### src/rtl/alu_pkg.sv
// Shared 8051 ALU encodings: opcodes, PSW bit positions and SFR write selects.
package alu_pkg;

  localparam logic [3:0] OP_NOP    = 4'h0;
  localparam logic [3:0] OP_ADD    = 4'h1;
  localparam logic [3:0] OP_SUB    = 4'h2;
  localparam logic [3:0] OP_MUL    = 4'h3;
  localparam logic [3:0] OP_DIV    = 4'h4;
  localparam logic [3:0] OP_DA     = 4'h5;
  localparam logic [3:0] OP_ANL    = 4'h6;
  localparam logic [3:0] OP_ORL    = 4'h7;
  localparam logic [3:0] OP_XRL    = 4'h8;
  localparam logic [3:0] OP_CPL    = 4'h9;
  localparam logic [3:0] OP_RL     = 4'hA;
  localparam logic [3:0] OP_RLC    = 4'hB;
  localparam logic [3:0] OP_RR     = 4'hC;
  localparam logic [3:0] OP_RRC    = 4'hD;
  localparam logic [3:0] OP_ADDR11 = 4'hE;
  localparam logic [3:0] OP_ADDR16 = 4'hF;

  localparam int unsigned PSW_CY  = 7;
  localparam int unsigned PSW_AC  = 6;
  localparam int unsigned PSW_F0  = 5;
  localparam int unsigned PSW_RS1 = 4;
  localparam int unsigned PSW_RS0 = 3;
  localparam int unsigned PSW_OV  = 2;
  localparam int unsigned PSW_F1  = 1;
  localparam int unsigned PSW_P   = 0;

  localparam logic [1:0] SFR_ACC  = 2'b00;
  localparam logic [1:0] SFR_B    = 2'b01;
  localparam logic [1:0] SFR_PSW  = 2'b10;
  localparam logic [1:0] SFR_NONE = 2'b11;

endpackage

### src/rtl/alu_wb_muldiv_timer.sv
// MUL/DIV occupancy counter: loads MULDIV_LAT-1 on start and pulses done on the
// edge where it counts down to zero.
module alu_wb_muldiv_timer #(
  parameter int unsigned MULDIV_LAT = 4
) (
  input  logic clk,
  input  logic rst,
  input  logic start,
  output logic done
);

  localparam int unsigned CntW = (MULDIV_LAT > 2) ? $clog2(MULDIV_LAT) : 1;

  logic [CntW-1:0] cnt_q, cnt_d;

  always_comb begin
    cnt_d = cnt_q;
    if (start) begin
      cnt_d = CntW'(MULDIV_LAT - 1);
    end else if (cnt_q != '0) begin
      cnt_d = cnt_q - CntW'(1);
    end
  end

  // done marks the edge on which the count moves 1 -> 0
  assign done = (cnt_q == CntW'(1));

  always_ff @(posedge clk or posedge rst) begin
    if (rst) begin
      cnt_q <= '0;
    end else begin
      cnt_q <= cnt_d;
    end
  end

endmodule

### src/rtl/alu_writeback.sv
// 8051 ALU commit stage: retires ALU results into ACC/B/PSW or a branch target,
// holds MUL/DIV for MULDIV_LAT cycles and merges direct SFR writes.
module alu_writeback
  import alu_pkg::*;
#(
  parameter int unsigned MULDIV_LAT = 4,
  parameter logic [7:0]  RST_SP_PSW = 8'h00
) (
  input  logic        clk,
  input  logic        rst,
  input  logic        in_valid,
  output logic        in_ready,
  input  logic [3:0]  opcode,
  input  logic [15:0] dest,
  input  logic        cy_in,
  input  logic        ox_in,
  input  logic        ovf_in,
  input  logic        sfr_we,
  input  logic [1:0]  sfr_sel,
  input  logic [7:0]  sfr_wdata,
  output logic [7:0]  acc,
  output logic [7:0]  b,
  output logic [7:0]  psw,
  output logic        busy,
  output logic        br_valid,
  output logic [15:0] br_target
);

  localparam bit MdMulti = (MULDIV_LAT > 1);

  typedef enum logic [0:0] {StIdle, StMdWait} state_e;

  state_e      state_q, state_d;
  logic [7:0]  acc_q, acc_d, b_q, b_d;
  logic [7:1]  psw_q, psw_d;  // P is derived from acc, never stored
  logic        br_valid_q, br_valid_d;
  logic [15:0] br_target_q, br_target_d;
  logic [3:0]  hold_op_q;
  logic [15:0] hold_dest_q;
  logic        hold_ovf_q;

  logic        accept, is_md, md_start, md_done;
  logic        commit, c_cy, c_ox, c_ovf;
  logic [3:0]  c_op;
  logic [15:0] c_dest;

  assign accept   = in_valid & in_ready;
  assign is_md    = (opcode == OP_MUL) || (opcode == OP_DIV);
  assign md_start = accept & is_md & MdMulti;

  alu_wb_muldiv_timer #(
    .MULDIV_LAT(MULDIV_LAT)
  ) u_timer (
    .clk  (clk),
    .rst  (rst),
    .start(md_start),
    .done (md_done)
  );

  always_comb begin
    state_d  = state_q;
    in_ready = 1'b0;
    busy     = 1'b0;
    unique case (state_q)
      StIdle: begin
        in_ready = 1'b1;
        if (md_start) state_d = StMdWait;
      end
      StMdWait: begin
        busy = 1'b1;
        if (md_done) state_d = StIdle;
      end
      default: state_d = StIdle;
    endcase
  end

  // Commit source: live ALU result, or the held MUL/DIV result on its done edge
  always_comb begin
    commit = accept & ~md_start;
    c_op   = opcode;
    c_dest = dest;
    c_cy   = cy_in;
    c_ox   = ox_in;
    c_ovf  = ovf_in;
    if (state_q == StMdWait) begin
      commit = md_done;
      c_op   = hold_op_q;
      c_dest = hold_dest_q;
      c_cy   = 1'b0;
      c_ox   = 1'b0;
      c_ovf  = hold_ovf_q;
    end
  end

  // SFR write first, so a same-edge commit overrides only the fields it owns
  always_comb begin
    acc_d       = acc_q;
    b_d         = b_q;
    psw_d       = psw_q;
    br_valid_d  = 1'b0;
    br_target_d = br_target_q;
    if (sfr_we) begin
      case (sfr_sel)
        SFR_ACC: acc_d = sfr_wdata;
        SFR_B:   b_d   = sfr_wdata;
        SFR_PSW: psw_d = sfr_wdata[7:1];
        default: ;
      endcase
    end
    if (commit) begin
      case (c_op)
        OP_ADD, OP_SUB: begin
          acc_d         = c_dest[7:0];
          psw_d[PSW_CY] = c_cy;
          psw_d[PSW_AC] = c_ox;
          psw_d[PSW_OV] = c_ovf;
        end
        OP_MUL: begin
          acc_d         = c_dest[7:0];
          b_d           = c_dest[15:8];
          psw_d[PSW_CY] = 1'b0;
          psw_d[PSW_OV] = c_ovf;
        end
        OP_DIV: begin
          // Divide by zero leaves acc/b alone; dest is meaningless then
          if (!c_ovf) begin
            acc_d = c_dest[15:8];
            b_d   = c_dest[7:0];
          end
          psw_d[PSW_CY] = 1'b0;
          psw_d[PSW_OV] = c_ovf;
        end
        OP_DA, OP_RLC, OP_RRC: begin
          acc_d         = c_dest[7:0];
          psw_d[PSW_CY] = c_cy;
        end
        OP_ANL, OP_ORL, OP_XRL, OP_CPL, OP_RL, OP_RR: acc_d = c_dest[7:0];
        OP_ADDR11, OP_ADDR16: begin
          br_valid_d  = 1'b1;
          br_target_d = c_dest;
        end
        default: ;
      endcase
    end
  end

  always_ff @(posedge clk or posedge rst) begin
    if (rst) begin
      state_q     <= StIdle;
      acc_q       <= 8'h00;
      b_q         <= 8'h00;
      psw_q       <= RST_SP_PSW[7:1];
      br_valid_q  <= 1'b0;
      br_target_q <= 16'h0000;
      hold_op_q   <= OP_NOP;
      hold_dest_q <= 16'h0000;
      hold_ovf_q  <= 1'b0;
    end else begin
      state_q     <= state_d;
      acc_q       <= acc_d;
      b_q         <= b_d;
      psw_q       <= psw_d;
      br_valid_q  <= br_valid_d;
      br_target_q <= br_target_d;
      if (md_start) begin
        hold_op_q   <= opcode;
        hold_dest_q <= dest;
        hold_ovf_q  <= ovf_in;
      end
    end
  end

  assign acc       = acc_q;
  assign b         = b_q;
  assign psw       = {psw_q, ^acc_q};
  assign br_valid  = br_valid_q;
  assign br_target = br_target_q;

endmodule

### config.mk
export PLATFORM = sky130hd
export DESIGN_NAME = alu_writeback
export DESIGN_NICKNAME = d
export VERILOG_FILES = /design/src/rtl/alu_pkg.sv /design/src/rtl/alu_wb_muldiv_timer.sv /design/src/rtl/alu_writeback.sv
export SDC_FILE = /design/constraint.sdc
export NUM_CORES = 1
export LEC_CHECK = 0
export BUFFER_PORTS_ARGS = -buffer_cell sky130_fd_sc_hd__buf_2
export CORE_AREA = 4 4 114 116
export DETAILED_ROUTE_END_ITERATION = 7
export DIE_AREA = 0 0 118 120
export SLEW_MARGIN = 20
export SYNTH_ARGS = -nofsm -noshare
export SYNTH_HDL_FRONTEND = slang
export SYNTH_SLANG_ARGS = --single-unit
### constraint.sdc
create_clock -name clk -period 2.4 [get_ports clk]
set_input_delay 0.48 -clock clk [delete_from_list [all_inputs] [get_ports clk]]
set_output_delay 0.48 -clock clk [all_outputs]
set_load 0.1 [all_outputs]
After elaboration in Yosys (flattened, before gate mapping)
Index checks and enable logic that the tools add are counted.
- bitwise logic cells: 5
- equality and inequality tests: 20
- muxes and demuxes: 32
- $add $sub $neg: 1
- reduce and logical (&&, ||, !) cells: 13
- operators with widths (kind ; number):
    $mux 8 ; 8
    $eq 4x4->1 const B ; 8
    $pmux 8 s2 ; 2
    $eq 4x3->1 const B ; 5
    $mux 16 ; 1
    $mux 7 ; 2
    $mux 1 ; 13
    $eq 4x2->1 const B ; 3
    $reduce_or 12->1 ; 1
    $reduce_xor 8->1 ; 1
    $mux 2 ; 3
    $reduce_or 2->1 ; 3
    $reduce_or 5->1 ; 1
    $eq 2x1->1 const B ; 2
    $eq 4x1->1 const B ; 1
    $mux 4 ; 1
    $pmux 1 s2 ; 2
    $reduce_and 2->1 ; 2
    $reduce_bool 2->1 ; 2
    $reduce_or 4->1 ; 1
    $and 1x1->1 ; 3
    $eq 2x2->1 const B ; 1
    $logic_not 2->1 ; 1
    $not 1->1 ; 2
    other kinds (2) ; 2
- bits in registers: 64
- bits of input ports: 37
- logic and storage cells: 82

Depth between registers and ports, before layout
Gate-level depths: netlist (run 1).
- depth after elaboration: 7
- mapped depth: 8
- gate-level depth less buffers: 5

By module
Synthesis (run 1) repeated with hierarchy kept, for this count alone.
- cells, all modules: 297
- area total of the unflattened synthesis: 3425.8 µm²
- by module, submodules not included (module ; area each (µm²) ; cells each ; times used):
    alu_writeback ; 3304.4 ; 285 ; 1
    alu_wb_muldiv_timer ; 121.4 ; 12 ; 1

Worst setup path after synthesis (run 1)
Ideal clock, no wire load.
- kind: register -> output
- start: register acc_q[1], in the netlist acc[1]
- end: output port psw[0]
- slack: -0.949 ns
- data arrival time: 2.869 ns
- data required time: 1.920 ns
- path buffers: 0
- stages on the path, launching flop included: 4
- path through: dfrtp_1 > xnor2_1 > xnor2_1 > xnor2_1
- word-level cells in the longest chain between the ends: 1
- ends and longest elaborated chain (what ; line ; text):
    start, declared ; alu_writeback.sv:34 ; logic [7:0] acc_q, acc_d, b_q, b_d;
    start signal, assigned ; alu_writeback.sv:150 ; acc_q <= 8'h00;
    start signal, assigned ; alu_writeback.sv:160 ; acc_q <= acc_d;
    $reduce_xor 8->1 ; alu_writeback.sv:175 ; assign psw = {psw_q, ^acc_q};
    end, declared ; alu_writeback.sv:23 ; output logic [7:0] psw,
Every way passes these cells.

Worst setup path after layout (run 1)
- start: register acc_q[7], in the netlist acc[7]
- end: output port psw[0]
The elaborated chain is that of the path after synthesis.

==> summary.txt, run 1 <==
Worst setup path
  • Crit path max-delay family: XOR/XNOR gates
  • Max stage delay cell, worst path: xnor2_1
  • CP Capture Type: output pin
  • Critical path data arrival time: 1790 ps
  • CP max FO: 3
  • Crit-path cells: xor2_1 -> xnor2_1 -> xnor2_4 -> buf_12
  • WS Path Type: reg -> out
  • Buffers and inverters on the worst path: 1
  • Crit path required time: between 1500 and 2000 ps
  • CP max stage delay: 460 ps
  • Startpoint types: flip-flop

Global route
  • Grt ovf: 0
  • Vias in the first global route: about 2700
  • GRT Util Overall: 13.4%
  • Pin count of the biggest net entering global routing: just over 40
  • Initial antenna violation count: 0
  • First-pass GRT wire length: roughly 15000 um

Timing
  • Finish-stage setup viols: 0
  • Max-slew violations: 0
  • Final WS setup: approximately 130 ps
  • Clk_skew: between 7 and 8 ps
  • Period utilization: a little over nine tenths
  • Slew margin rel.: 64.3%
  • Tightest Pin Transition: 535 ps
  • Max Clock Freq: ~440 MHz
  • Worst hold slack: approximately 200 ps
  • Final hold vios: 0
  • Unrepaired setup endpoints after global routing: false
  • Min Tclk post-route: 2270 ps

Route
  • Iter 0 DRT Violations: ~170
  • DR vias/cell: approximately 5
  • Via count: 2800
  • Drc violations: 0
  • Total Wirelength: approximately 9300 um
  • DR pass1 iterations: 4
  • Drt wl/cell: between 15 and 20 um
  • Routed Antenna Nets: 0

CTS
  • Max Root-Sink Buffers: 2
  • Hold-fix buffers at CTS: 0
  • Clk Latency, worst-skew pair: roughly 320 ps
  • Setup Buffers After CTS: 0
  • Resized Gates After CTS: 0
  • Root Buffer: clkbuf_16
  • CTS tree: done
  • TritonCTS buffer count: 9
  • Sink Count: 64
  • Clock input transition at the sequential cells of the worst setup and hold paths: approximately 50 ps
  • H-tree Lvls: 3

Yosys
  • Most used DFF post-synth: dfrtp_1
  • Top cells by area, synth: dfrtp_1 (46%), mux2_2 (12%), mux2i_1 (11%)
  • Syn nets: between 300 and 400
  • Mean Syn Cell Area: 10.8 sq um
  • Post-Synth XOR/XNOR Area: between 2 and 2.5%
  • Post-Syn Area: 3510 sq um
  • Ys Warns: 0
  • Adder-cell share of the synthesized area: 0.713%
  • Syn Inst Count: around 330
  • Synth cell types: 45
  • Largest family of logic cells by synthesized area: multiplexers
  • Post-Synth Simple-Gate Area: 9.63%
  • Sequential area share after synthesis: 45.6%
  • Fraction of registers with async set/reset: 100%
  • Compound-gate portion of the synthesized area: between 10% and 20%
  • Yosys top cell area share: 45.6%
  • Synth Register Bits: 64
  • Synth area leader: dfrtp_1
  • Multiplexer share of the synthesized area: a little under a quarter
  • Number of synthesized flops with an enable pin: 0

Outcome
  • Status: completed

Floorplanning
  • Initial Utilization: ~29%
  • Die area: about 14000 sq um
  • Core area: 11900 sq um
  • Die height: approximately 120 um
  • I/O pin count: 80
  • Row count: 40
  • Die Wd: 118 um

Layout
  • Nets@finish: between 400 and 500
  • Most frequent cells in the layout: buf_2 (78), dfrtp_1 (63), mux2i_1 (37), mux2_2 (37), nand2_1 (27)
  • Antenna cells: 0
  • Area Overhead vs Synth: 26.3%
  • Layout cell share with drive strength beyond 1: 37.3%
  • Fillcell total: 1186
  • Most common cell after layout, fill and taps aside: buf_2

Job
  • Max-cap viol count: 0

Placed design
  • Dpl ws: around 140 ps
  • Routability cong.: ~0.85
  • Hpwl dp: ~7000 um
  • Port bufs: between 70 and 80

Hold path
  • Hold WC Path Type: in -> async
metrics by stage:
step | cell area (sq um) | std cells | setup TNS, ps | utilization, %
2_1_floorplan | 3550 | 325 | -1030 | -
6_report | 4430 | 557 | 0 | 37.2
4_1_cts | 4430 | 557 | 0 | 37.2
3_5_place_dp | 4140 | 542 | 0 | 34.8
5_1_grt | 4430 | 557 | 0 | 37.2
3_3_place_gp | 4140 | 542 | 0 | 34.8
final cells by class:
| class | count | area [sq um] | share of cell area, % |
|---|---|---|---|
| multi-input combinational | 220 | 1750 | 39.4 |
| inverter | 22 | 86.3 | 1.95 |
| timing repair buffer | 89 | 523 | 11.8 |
| clock buffer | 12 | 246 | 5.56 |
| tap | 147 | 184 | 4.15 |
| sequential | 64 | 1600 | 36.2 |
| clock inverter | 3 | 42.5 | 0.960 |
cells by family (layout without fill, tap and decap cells):
group	count (synthesis)	count (layout)
flip-flops	64	64
AO/OA/AOI/OAI	61	61
XOR/XNOR	10	10
multiplexers	77	77
buffers and inverters	41	126
AND/OR/NAND/NOR	70	70
adder cells (fa/ha/maj)	2	2
synth_stat cells, types with 2 or more instances:
| cell type | n |
|---|---|
| o21ai_0 | 4 |
| nand2_1 | 28 |
| a32oi_1 | 2 |
| clkbuf_1 | 7 |
| buf_2 | 9 |
| a2bb2oi_1 | 8 |
| nor3_1 | 2 |
| inv_1 | 22 |
| or3b_2 | 2 |
| nand3b_1 | 4 |
| nor2b_1 | 2 |
| and2_1 | 2 |
| a21oi_1 | 10 |
| o22ai_1 | 16 |
| xnor2_1 | 6 |
| mux2i_1 | 37 |
| a31oi_1 | 9 |
| o211ai_1 | 3 |
| xor2_1 | 4 |
| mux2_1 | 3 |
| dfrtp_1 | 64 |
| mux2_2 | 37 |
| nor2_1 | 21 |
| ha_1 | 2 |
metal layers:
layer  GRT usage (%)  up-vias  wire, um
met3            4.76       10       696
met1            18.0     1368      4280
met4            4.40        0       132
met2            20.2      103      4210
met5               0        -         0
li1                -     1319         -
path summary, 6_finish.rpt:
kind | end | slack [ps] | depth (start not counted) | from
worst min-delay path | hold_dest_q[15] | 200 | 2 | rst
min in group clk | hold_dest_q[1] | 380 | 2 | dest[1]
worst min register to register | hold_dest_q[1] | 490 | 1 | hold_dest_q[1]
worst max register to register | br_target[9] | 340 | 5 | state_q
worst max-delay path | psw[0] | 130 | 4 | acc[7]
max in group asynchronous | state_q | 1590 | 3 | rst
flip-flops by register name, summed over array words and instances (netlist names):
name           count
hold_op_q          4
acc                8
psw_q              7
state_q            1
hold_dest_q       16
br_target         16
br_valid           1
b                  8
hold_ovf_q         1
u_timer.cnt_q      2
worst reg2reg max path, stage by stage (launching register included):
cell and delay [ps]:
dfrtp_2 620, clkinvlp_4 280, a31oi_1 310, a211o_1 210
buf_12 170, mux2_2 340
Power of run 1 is left out: the tool's default activity adds up to more than one toggle a clock period on the data nets, which glitch-free logic cannot reach.
==> inputs of run 2 (changes only) <==
--- a/config.mk
+++ b/config.mk
@@ -6,9 +6,10 @@
 export NUM_CORES = 1
 export LEC_CHECK = 0
 export BUFFER_PORTS_ARGS = -buffer_cell sky130_fd_sc_hd__buf_2
-export CORE_AREA = 4 4 114 116
+export CORE_AREA = 4 4 95 97
 export DETAILED_ROUTE_END_ITERATION = 7
-export DIE_AREA = 0 0 118 120
+export DIE_AREA = 0 0 99 101
+export PLACE_DENSITY = 0.66
 export SLEW_MARGIN = 20
 export SYNTH_ARGS = -nofsm -noshare
 export SYNTH_HDL_FRONTEND = slang
==> run 2 against run 1 <==
  * Non-clock buffer count increased by 1
  * Hold slack worse by 37 ps
  * Critical path depth unchanged
  * Utilization rose by 16 points
  * Critical endpoint unchanged
  * Highest routed layer unchanged
==> summary.txt, run 2 (synthesis results as in run 1) <==
Timing
  • Unrepaired setup endpoints after global routing: false
  • Min Tclk post-route: 2300 ps (+33.4 ps)
  • Final WS setup: 101 ps (-33.4 ps)
  • Setup TNS after final layout: 0 ps (unchanged)
  • Max-slew violations: 0 (unchanged)
  • Slew margin rel.: 65.9% (+1.6 points)
  • Max Clock Freq: 435 MHz (-1.5%)
  • Finish-stage setup viols: 0 (unchanged)
  • Clk_skew: 12.2 ps (+5.09 ps)
  • Period utilization: 95.8% (+1.4 points)
  • Final hold vios: 0 (unchanged)
  • Tightest Pin Transition: 511 ps (-24.0 ps)

Worst setup path
  • WS Path Type: reg -> out
  • Depth of the worst register-to-register path: 6 (+1)
  • Startpoint types: flip-flop
  • FF-to-FF Start: state_q
  • Flop2flop setup slack: 360 ps (+20 ps)
  • Worst setup endpoint: psw[0]
  • CP max FO: 3 (unchanged)
  • Critical path data arrival time: 1820 ps (+30 ps)
  • Critical R2R Capture: acc[2]
  • Origin of the worst setup path: acc[7]
  • CP Capture Type: output pin
  • Crit path required time: 1920 ps (about the same)

Floorplanning
  • Die Wd: 99 um (-16%)
  • Core area: 8130 sq um (-32%)
  • Die height: 101 um (-16%)
  • Die area: 10000 sq um (-29%)
  • I/O pin count: 80 (unchanged)
  • Row count: 33 (-18%)
  • Initial Utilization: 43.1% (+14 points)

Layout
  • Area Overhead vs Synth: 22.6%
  • Nets@finish: 446 (+0.22%)
  • Layout cell share with drive strength beyond 1: 38.1% (+0.79 points)
  • Most frequent cells in the layout: buf_2 (78), dfrtp_1 (63), mux2i_1 (37), mux2_2 (37), nand2_1 (27)
  • Most common cell after layout, fill and taps aside: buf_2
  • Antenna cells: 0 (unchanged)
  • Fillcell total: 730 (-38%)

Route
  • Drc violations: 0 (unchanged)
  • DR pass1 iterations: 4 (unchanged)
  • Via count: 2777 (-0.82%)
  • Post-Route M1 WL: 3770 um (-12%)
  • WL met2: 4190 um (-0.36%)
  • Total Wirelength: 8790 um (-5.6%)
  • Top layer used by detailed routing: met4
  • DR vias/cell: 5.37 (+6.9%)
  • Routed wl met3: 669 um (-3.9%)
  • Iter 0 DRT Violations: 160 (-4.8%)
  • Drt wl/cell: 17.0 um (+1.7%)
  • Routed Antenna Nets: 0 (unchanged)

Global route
  • Initial antenna violation count: 0 (unchanged)
  • Pin count of the biggest net entering global routing: 43 (+4.9%)
  • Grt ovf: 0 (unchanged)
  • GRT Util Overall: 18.5% (+5.1 points)
  • First-pass GRT wire length: 14200 um (-4.3%)
  • Vias in the first global route: 2796 (+3.5%)

CTS
  • Hold-fix buffers at CTS: 0 (unchanged)
  • Max Root-Sink Buffers: 2 (unchanged)
  • Root Buffer: clkbuf_8
  • CTS tree: done
  • Setup Buffers After CTS: 0 (unchanged)
  • H-tree Lvls: 3 (unchanged)
  • Clock input transition at the sequential cells of the worst setup and hold paths: 70 ps (+20 ps)
  • Resized Gates After CTS: 1 (+1)
  • Sink Count: 64 (unchanged)
  • Clk Latency, worst-skew pair: 350 ps (+30 ps)
  • TritonCTS buffer count: 9 (unchanged)

Job
  • Max-cap viol count: 0 (unchanged)

Outcome
  • Status: completed

Placed design
  • Routability cong.: 0.892 (+5.5%)
  • Port bufs: 79 (unchanged)
  • Dpl ws: 125 ps (-17.8 ps)
  • Hpwl dp: 6510 um (-6.7%)

Hold path
  • Hold WC Path Type: in -> async
## run 2: cell types whose count changed in the layout (fill, tap and decap cells not counted)
cell / previous run / this run
clkbuf_16: 9 / 0
clkbuf_8: 1 / 10
buf_4: 7 / 10
buf_12: 4 / 2
clkbuf_1: 2 / 0
clkinv_4: 0 / 2
bufinv_16: 1 / 2
clkinv_2: 1 / 0
clkinvlp_4: 2 / 3
## run 2: how the worst min path moves through the flow
stage / cells after the start / endpoint / startpoint
after global placement: 1 / hold_dest_q[2] / hold_dest_q[2]
after CTS: 2 / hold_dest_q[0] / rst
after global routing: 2 / br_target[6] / rst
final: 2 / hold_dest_q[7] / rst
after detailed placement: 1 / hold_dest_q[1] / hold_dest_q[1]
after floorplan: 1 / hold_dest_q[1] / hold_dest_q[1]
## run 2: layout make-up
| class | instances | area [sq um] | area share (%) |
|---|---|---|---|
| clock buffer | 10 | 138 | 3.20 |
| clock inverter | 6 | 92.6 | 2.15 |
| inverter | 22 | 86.3 | 2.01 |
| multi-input combinational | 220 | 1750 | 40.6 |
| sequential | 64 | 1600 | 37.2 |
| tap | 105 | 131 | 3.05 |
| timing repair buffer | 90 | 505 | 11.7 |
## run 2: stage by stage
| stage | area, sq um | std cells | utilization, % | hold slack (ps) |
|---|---|---|---|---|
| after floorplan | 3550 | 325 | - | 464 |
| after CTS | 4300 | 517 | 52.9 | 163 |
| final | 4300 | 517 | 52.9 | 159 |
| after global routing | 4300 | 517 | 52.9 | 193 |
| after global placement | 4070 | 501 | 50.0 | 473 |
| after detailed placement | 4070 | 501 | 50.0 | 481 |
## run 2: per-layer routing
| layer | GRT usage (%) | up-vias |
|---|---|---|
| li1 | - | 1325 |
| met1 | 23.4 | 1353 |
| met2 | 29.3 | 88 |
| met3 | 5.81 | 11 |
| met4 | 7.67 | 0 |
| met5 | 0 | - |
## run 2: critical path, stage by stage, from the launching register on
cell,delay [ps]
dfrtp_1,430
xor2_1,190
xnor2_1,400
xnor2_4,160
buf_4,300
Power of run 2 is left out for the same reason.
